[src/rtl/adder_pkg.sv]
// Shared widths for the registered 14-bit adder datapath.
package adder_pkg;
  localparam int ADDER_W = 14;
  localparam int SUM_W   = ADDER_W + 1;

  typedef logic [ADDER_W-1:0] operand_t;
  typedef logic [SUM_W-1:0]   sum_t;
endpackage

[src/rtl/full_adder_1bit.sv]
// Single-bit full-adder cell; purely combinational.
module full_adder_1bit (
  input  logic a,
  input  logic b,
  input  logic ci,
  output logic s,
  output logic co
);
  logic p;

  assign p  = a ^ b;
  assign s  = p ^ ci;
  assign co = (a & b) | (ci & p);
endmodule

[src/rtl/full_adder_14_bit.sv]
// Registered 14-bit ripple-carry adder with carry-in; result appears one cycle after sampling.
module full_adder_14_bit
  import adder_pkg::*;
(
  input  logic               clk,
  input  logic               rst_n,
  input  logic [ADDER_W-1:0] a,
  input  logic [ADDER_W-1:0] b,
  input  logic               cin,
  input  logic               in_valid,
  output logic [SUM_W-1:0]   sum,
  output logic               cout,
  output logic               out_valid
);
  logic [ADDER_W:0]   carry;
  logic [ADDER_W-1:0] s_bits;
  sum_t               raw_next;
  sum_t               sum_reg;
  logic               valid_reg;

  assign carry[0] = cin;

  generate
    for (genvar gi = 0; gi < ADDER_W; gi++) begin : g_cell
      full_adder_1bit u_cell (
        .a  (a[gi]),
        .b  (b[gi]),
        .ci (carry[gi]),
        .s  (s_bits[gi]),
        .co (carry[gi+1])
      );
    end
  endgenerate

  assign raw_next = {carry[ADDER_W], s_bits};

  always_ff @(posedge clk) begin
    if (!rst_n) begin
      sum_reg   <= '0;
      valid_reg <= 1'b0;
    end else begin
      valid_reg <= in_valid;
      if (in_valid) begin
        sum_reg <= raw_next;
      end
    end
  end

  // Carry-out is taken from the stored top bit so it can never disagree with sum[14].
  assign sum       = sum_reg;
  assign cout      = sum_reg[SUM_W-1];
  assign out_valid = valid_reg;
endmodule

[config.mk]
export PLATFORM = sky130hd
export DESIGN_NAME = full_adder_14_bit
export DESIGN_NICKNAME = d
export VERILOG_FILES = /design/src/rtl/adder_pkg.sv /design/src/rtl/full_adder_1bit.sv /design/src/rtl/full_adder_14_bit.sv
export SDC_FILE = /design/constraint.sdc
export NUM_CORES = 1
export LEC_CHECK = 0
export ABC_AREA = 1
export CAP_MARGIN = 40
export CORE_ASPECT_RATIO = 1.75
export CORE_MARGIN = 1.5
export CORE_UTILIZATION = 39
export DETAILED_ROUTE_END_ITERATION = 7
export PLACE_DENSITY_LB_ADDON = 0.2
export SLEW_MARGIN = 20
export SYNTH_ARGS = -nofsm -noshare
export SYNTH_HDL_FRONTEND = slang
export SYNTH_SLANG_ARGS = --single-unit
[constraint.sdc]
create_clock -name clk -period 8.27 [get_ports clk]
set_input_delay 1.654 -clock clk [delete_from_list [all_inputs] [get_ports clk]]
set_output_delay 1.654 -clock clk [all_outputs]
set_load 0.02 [all_outputs]
* Yosys cells after proc, flatten, opt, wreduce, memory -nomap -nowiden
Index checks and enable logic that the tools add are counted.
** Word-level totals
- Flip-flop bits (word level) :: 16
- Input port bits :: 32
- Output and inout bits :: 17
- Logic and storage cells :: 72
** Operators by class
- Bitwise operators :: 70
** Operators with widths (number)
- $and 1x1->1 :: 28
- $xor 1x1->1 :: 28
- $or 1x1->1 :: 14

* Longest topological paths before layout
Gate-level depths: netlist of the first run.
- Word-level depth :: 29
- Mapped depth :: 20
- Gate-level depth less buffers :: 20

* Modules after synthesis
A second synthesis of the first run with hierarchy kept.
** Unflattened totals
- Cell total of the unflattened synthesis :: 113
- Area total of the unflattened synthesis :: 955.9 µm²
** By module, submodules not included
- full_adder_14_bit :: instances 1, cells an instance 99, area each 675.6 µm², sequential area each 320.3 µm²
- full_adder_1bit :: instances 14, cells an instance 1, area each 20.0 µm², sequential area each 0.0 µm²

* Least setup slack after synthesis of the first run
No wires, ideal clock.
- Path kind :: input to register
- Start point :: input a[0]
- End point :: register sum_reg[13], in the netlist sum[13]
- Arrival :: 7.083 ns
- Required time :: 8.208 ns
- Setup slack :: 1.125 ns
- Stages :: 20
- Path buffers :: 0
- Cells stage by stage :: fa_1 fa_1 fa_1 fa_1 fa_1 fa_1 fa_1 fa_1 fa_1 inv_1 fa_1 inv_1 fa_1 fa_1 fa_1 inv_1 fa_1 nand2_1 nand2_1 nor2_2
** On the way
- Longest elaborated chain between the ends :: 28
- Elaborated cells between the ends (all ways) :: 29
- Those cells by class :: bitwise: 29
** Ends and longest elaborated chain
- from (decl) :: RTL line full_adder_14_bit.sv:7 : input logic [ADDER_W-1:0] a,
- $xor 1x1->1 :: RTL line full_adder_1bit.sv:11 : assign p = a ^ b;
- $and 1x1->1 :: RTL line full_adder_1bit.sv:13 : assign co = (a & b) | (ci & p);
- $or 1x1->1 * :: RTL line full_adder_1bit.sv:13
- $and 1x1->1 * :: RTL line full_adder_1bit.sv:13
- $or 1x1->1 * :: RTL line full_adder_1bit.sv:13
- $and 1x1->1 * :: RTL line full_adder_1bit.sv:13
- $or 1x1->1 * :: RTL line full_adder_1bit.sv:13
- $and 1x1->1 * :: RTL line full_adder_1bit.sv:13
- [12 not listed]
- $or 1x1->1 * :: RTL line full_adder_1bit.sv:13
- $and 1x1->1 * :: RTL line full_adder_1bit.sv:13
- $or 1x1->1 * :: RTL line full_adder_1bit.sv:13
- $and 1x1->1 * :: RTL line full_adder_1bit.sv:13
- $or 1x1->1 * :: RTL line full_adder_1bit.sv:13
- $and 1x1->1 * :: RTL line full_adder_1bit.sv:13
- $or 1x1->1 * :: RTL line full_adder_1bit.sv:13
- $xor 1x1->1 * :: RTL line full_adder_1bit.sv:12 : assign s = p ^ ci;
- to (signal assigned) :: RTL line full_adder_14_bit.sv:44 : sum_reg <= raw_next;
- to (decl) :: RTL line full_adder_14_bit.sv:18 : sum_t sum_reg;
Mark *: on every way between the ends. The rest lies on a longest branch, timed or not.
A chain may end at the register's enable or synchronous reset.

* Worst setup path after layout of the first run
Same ends and word-level chain as after synthesis.

==> results of run 1 <==
## report_power, final
| group | total, mW | internal, mW | switching (mW) | leakage [nW] |
|---|---|---|---|---|
| Combinational | 0.0788 | 0.0411 | 0.0377 | 0.543 |
| Sequential | 0.0883 | 0.0846 | 0.00367 | 0.133 |
| Clock | 0.0553 | 0.0322 | 0.0231 | 0.0216 |
## logic make-up after synthesis
| kind of cell | Yosys count | synth area share (%) |
|---|---|---|
| buffers and inverters | 26 | 13.5 |
| adder cells (fa/ha/maj) | 14 | 28.9 |
| flip-flops | 16 | 33.0 |
| AND/OR/NAND/NOR | 61 | 24.6 |
## worst reg2reg max path: stages, from the launching register on
cell and delay [ns]:
dfxtp_1 0.32, nor2_1 0.11, nor2_2 0.05
## worst max-delay path by stage
stage,cells after the start,start,end
after global placement,21,a[0],sum[13]
after global routing,21,a[0],sum[13]
after detailed placement,21,a[0],sum[13]
after CTS,21,a[0],sum[13]
after floorplan,20,a[0],sum[13]
final,21,a[0],sum[13]
## stage by stage
stage | area, um^2 | setup slack (ns) | power [mW] | hold slack [ns]
after global routing | 1480 | 0.405 | 0.237 | 0.507
after global placement | 1430 | 0.515 | 0.166 | 0.458
final | 1480 | 0.638 | 0.222 | 0.471
after floorplan | 971 | 1.12 | 0.132 | 0.544
after CTS | 1480 | 0.591 | 0.226 | 0.471
after detailed placement | 1440 | 0.342 | 0.171 | 0.464
## cells in the final DEF, fill, tap and decap left out, drive strengths merged
cell           instances
clkdlybuf4s50         48
fa                    14
nor2                  30
buf                    1
clkbuf                 3
inv                   20
nand2                 31
dfxtp                 16
## routing by layer
| metal | vias up | part of all wire [%] | global-route usage [%] | wire (um) |
|---|---|---|---|---|
| met5 | - | 0 | 0 | 0 |
| met4 | 0 | 2.1 | 7.78 | 42 |
| met3 | 4 | 5.4 | 3.54 | 106 |
| met2 | 30 | 60 | 31.4 | 1180 |
| met1 | 386 | 32 | 16.0 | 639 |
| li1 | 418 | - | - | - |
## area by class of cell
class,count,area share [%]
inverter,20,5.06
multi-input combinational,75,35.0
tap,25,2.11
clock buffer,3,2.78
sequential,16,21.6
timing repair buffer,49,33.4
==> impl_metrics.py, run 1 <==
metrics = {
    "synthesis": {
        "synth.avg_cell_area_um2": 8.30,
        "async_flop_share_pct": 0,
        "synth_largest_area_cell": "dfxtp_1",
        "yosysWarnings": 0,
        "synth_area_um2": 971,
        "syn_inst": 117,
        "synth.top_cell.area_share_pct": 33.0,
        "synth_edf_count": 0,
        "synth_cell_types": 8,
        "synthFlopType": "dfxtp_1",
        "synth-seq-cells": 16,
        "syn_nets": 163,
        "synth_common_cells": "nand2_1 (31), nor2_1 (26), inv_1 (20), dfxtp_1 (16), fa_1 (14)",
        "synth.area.top_cells": "dfxtp_1 (33%), fa_1 (29%), nand2_1 (12%), nor2_1 (10%), inv_1 (7.7%)",
        "yosysMostFrequentCell": "nand2_1",
        "yosysSeqAreaShare_pct": 33.0,
    },
    "timing": {
        "rsz0062_at_grt": "false",
        "fin_crit_sh_pct": 92.3,
        "worst_pin_slew_ns": 0.570,
        "hold_violations": 0,
        "period_minus_slack_ns": 7.63,
        "skew_ns": 0,
        "finalSetupViolCount": 0,
        "maxSlewViolCount": 0,
        "slew_headroom_pct": 61.9,
        "fmax_mhz": 131,
        "setup-tns-final_ns": 0,
    },
    "detailed_routing": {
        "avgRoutedWirePerCell_um": 10.5,
        "drtIter0Drc": 18,
        "ant_nets": 0,
        "routed_wl_mm": 1.97,
        "drc": 0,
        "num_vias": 838,
        "drtPass1Iterations": 4,
        "via_per_inst": 4.46,
    },
    "cells_and_area": {
        "area_delta_synth_final_pct": 52.7,
        "final.fill_count": 207,
        "instances_no_fill": 188,
        "fin_util_pct": 63.6,
        "drive_gt1_share_pct": 4.91,
        "largest_reg_flops": 15,
        "nNetsFinal": 211,
        "seq_area_um2": 320,
        "antenna_cells": 0,
        "multi_input_area_um2": 519,
    },
    "setup_path": {
        "r2r_slack_ns": 7.69,
        "cp_top_family": "adder cells",
        "critPathMaxFanout": 1,
        "reg2reg_from": "sum[9]",
        "cp_cell_sequence": "clkdlybuf4s50_1, fa_1, fa_1, fa_1, fa_1, fa_1, fa_1, fa_1, fa_1, fa_1, inv_1, fa_1, inv_1, fa_1, fa_1, fa_1, inv_1, fa_1, nand2_1, nand2_1, nor2_2",
        "critPathCaptureType": "flip-flop",
        "rr_worst_depth": 2,
        "cpMostUsedCell": "fa_1",
        "cp_slowest_cell": "fa_1",
        "path_class": "in -> reg",
        "cp.arrival_ns": 7.81,
        "startpoint_type": "primary input",
        "max_stage_delay_ns": 0.45,
        "critPathBufInv": 4,
        "r2r-end": "sum[9]",
        "crit_required_ns": 8.45,
    },
    "hold_path": {
        "holdPathStages": 2,
        "whs_endpoint": "sum[3]",
        "hold_start": "sum[3]",
        "hold_class": "reg -> reg",
    },
    "floorplanning": {
        "start_util_pct": 41.7,
        "num_rows": 23,
        "dieArea_mm2": 0.00281,
        "die_x_um": 40.7,
        "io_pins": 49,
        "die_y_um": 69.0,
        "core-area_mm2": 0.00233,
    },
    "global_route": {
        "grt_pass1_vias": 896,
        "grtUsageTotal_pct": 17.2,
        "overflow": 0,
        "grt_pass1_wl_mm": 3.38,
        "antenna_found_initial": 0,
        "grt_max_degree": 24,
    },
    "run_status": {
        "status": "finished, final reports clean",
    },
    "placed_design": {
        "hpwl_mm": 1.71,
        "placed_cells": 185,
        "io_buffers": 48,
        "routabilityCongestion": 0.669,
    },
    "clock_tree": {
        "insertion_delay_ns": 0.24,
        "cts_sinks": 16,
        "ctsHoldBuffers": 0,
        "cts_tree": "yes",
        "path_clk_slew_ns": 0.06,
        "clk_path_buf_depth": 2,
        "numCtsBuffers": 3,
        "cts_resized": 0,
        "root_buffer": "clkbuf_8",
        "htreeDepth": 1,
        "cts_setup_buffers": 0,
    },
    "job": {
        "maxCapViolCount": 0,
    },
    "power": {
        "p_leak_nw": 0.697,
        "power.density_mw_per_mm2": 150,
        "ir_drop_mv": 0.0802,
    },
}
Note: power is estimated with default switching activity, not from simulation.
==> inputs of run 2 (changes only) <==
- CAP_MARGIN: 40 -> unset
==> impl_metrics.py, run 2 (same netlist as run 1, synthesis figures left out) <==
metrics = {
    "setup_path": {
        "reg2reg_from": "sum[14]",
        "cp_cell_sequence": "clkdlybuf4s50_1, fa_1, fa_1, fa_1, fa_1, fa_1, fa_1, fa_1, fa_1, fa_1, inv_1, fa_1, inv_1, fa_1, fa_1, fa_1, inv_1, fa_1, nand2_1, nand2_1, nor2_2",
        "startpoint_type": "primary input",
        "critPathCaptureType": "flip-flop",
        "cp_slowest_cell": "fa_1",
        "critPathMaxFanout": 1,
        "r2r_slack_ns": 7.66,
        "worstSetupStartpoint": "a[0]",
        "cp.arrival_ns": 7.83,
        "cpMostUsedCell": "fa_1",
        "max_stage_delay_ns": 0.45,
        "crit_required_ns": 8.45,
        "path_class": "in -> reg",
    },
    "timing": {
        "setup-tns-final_ns": 0,
        "finalSetupViolCount": 0,
        "slew_headroom_pct": 34.9,
        "rsz0062_at_grt": "false",
        "fin_crit_sh_pct": 92.5,
        "worst_pin_slew_ns": 0.973,
        "maxSlewViolCount": 0,
        "hold_violations": 0,
        "skew_ns": 0,
        "fin_ws_ns": 0.622,
        "period_minus_slack_ns": 7.65,
        "fmax_mhz": 131,
    },
    "detailed_routing": {
        "routed_wl_mm": 1.96,
        "drtPass1Iterations": 5,
        "ant_nets": 0,
        "avgRoutedWirePerCell_um": 10.5,
        "drtIter0Drc": 8,
        "num_vias": 850,
        "drc": 0,
        "via_per_inst": 4.55,
    },
    "power": {
        "power_uw": 222,
        "p_leak_nw": 0.690,
        "ir_drop_mv": 0.0860,
        "p_sw_share_pct": 29.2,
        "switchingPower_uw": 64.8,
        "intPower_uw": 157,
        "p_seq_share_pct": 39.8,
        "clock_power_share_pct": 25.0,
        "combPwrFrac_pct": 35.2,
        "power.density_mw_per_mm2": 151,
    },
    "cells_and_area": {
        "layout_commonest_cell": "clkdlybuf4s50_1",
        "drive_gt1_share_pct": 4.32,
        "multi_input_area_um2": 519,
        "nNetsFinal": 210,
        "seq_area_um2": 320,
        "fin_util_pct": 63.0,
        "antenna_cells": 0,
        "final.fill_count": 205,
        "largest_reg_flops": 15,
        "area_delta_synth_final_pct": 51.2,
        "final_cell_mix": "clkdlybuf4s50_1 (48), nand2_1 (31), nor2_1 (26)",
    },
    "clock_tree": {
        "path_clk_slew_ns": 0.06,
        "cts_tree": "yes",
        "htreeDepth": 1,
        "numCtsBuffers": 3,
        "cts_sinks": 16,
        "insertion_delay_ns": 0.24,
        "clk_path_buf_depth": 2,
        "ctsHoldBuffers": 0,
        "cts_setup_buffers": 0,
        "cts_resized": 0,
        "root_buffer": "clkbuf_8",
    },
    "hold_path": {
        "hold_class": "reg -> reg",
        "hold_start": "sum[4]",
    },
    "floorplanning": {
        "die_y_um": 69.0,
        "num_rows": 23,
        "start_util_pct": 41.7,
        "core-area_mm2": 0.00233,
        "io_pins": 49,
        "dieArea_mm2": 0.00281,
        "die_x_um": 40.7,
    },
    "global_route": {
        "antenna_found_initial": 0,
        "grt_pass1_vias": 880,
        "grt_pass1_wl_mm": 3.37,
        "grtUsageTotal_pct": 17.4,
        "overflow": 0,
        "grt_max_degree": 32,
    },
    "placed_design": {
        "post-place-ws_ns": 0.321,
        "hpwl_mm": 1.70,
        "routabilityCongestion": 0.669,
        "io_buffers": 48,
    },
    "run_status": {
        "status": "finished, final reports clean",
    },
    "job": {
        "maxCapViolCount": 0,
    },
}
==> run 2: cell types whose count changed in the layout (fill, tap and decap cells not counted), sizes merged <==
cell,previous run,this run
buf,1,0
==> run 2: metrics by stage <==
step | cell area [um^2] | hold WS [ns] | cells
after global routing | 1470 | 0.504 | 187
after floorplan | 971 | 0.544 | 117
after CTS | 1470 | 0.471 | 187
after detailed placement | 1430 | 0.463 | 184
after global placement | 1430 | 0.458 | 184
final | 1470 | 0.473 | 187
==> run 2: final timing paths <==
path,to,cells past startpoint
worst min register to register,sum[4],2
worst min-delay path,sum[4],2
worst max register to register,sum[14],2
worst max-delay path,sum[13],21
==> run 2: final cells by class <==
type                    count  area share [%]
clock buffers               3            2.81
repair buffers             48            32.7
multi-input cells          75            35.4
well taps                  25            2.13
inverters                  20            5.12
flip-flops and latches     16            21.8
==> run 2: power by group through the flow <==
stage          registers (mW)  clock network [mW]  logic, mW
4_1_cts                0.0883              0.0578     0.0800
2_1_floorplan          0.0988                   0     0.0328
6_report               0.0883              0.0556     0.0783
3_5_place_dp           0.0900                   0     0.0798
3_3_place_gp           0.0895                   0     0.0769
5_1_grt                0.0891              0.0592     0.0897
==> run 2: critical path, delay by kind of cell <==
kind	cells	cell delay, ns
adders and majority gates	14	5.27
and+or+nand+nor	3	0.26
buffers and inverters	4	0.65
==> run 2: layer usage <==
layer	GRT usage, %	part of all wire, %	wire, um
met1	15.4	31	608
met3	3.54	5.3	104
met2	32.1	61	1200
met5	0	0	0
met4	8.89	2.2	44
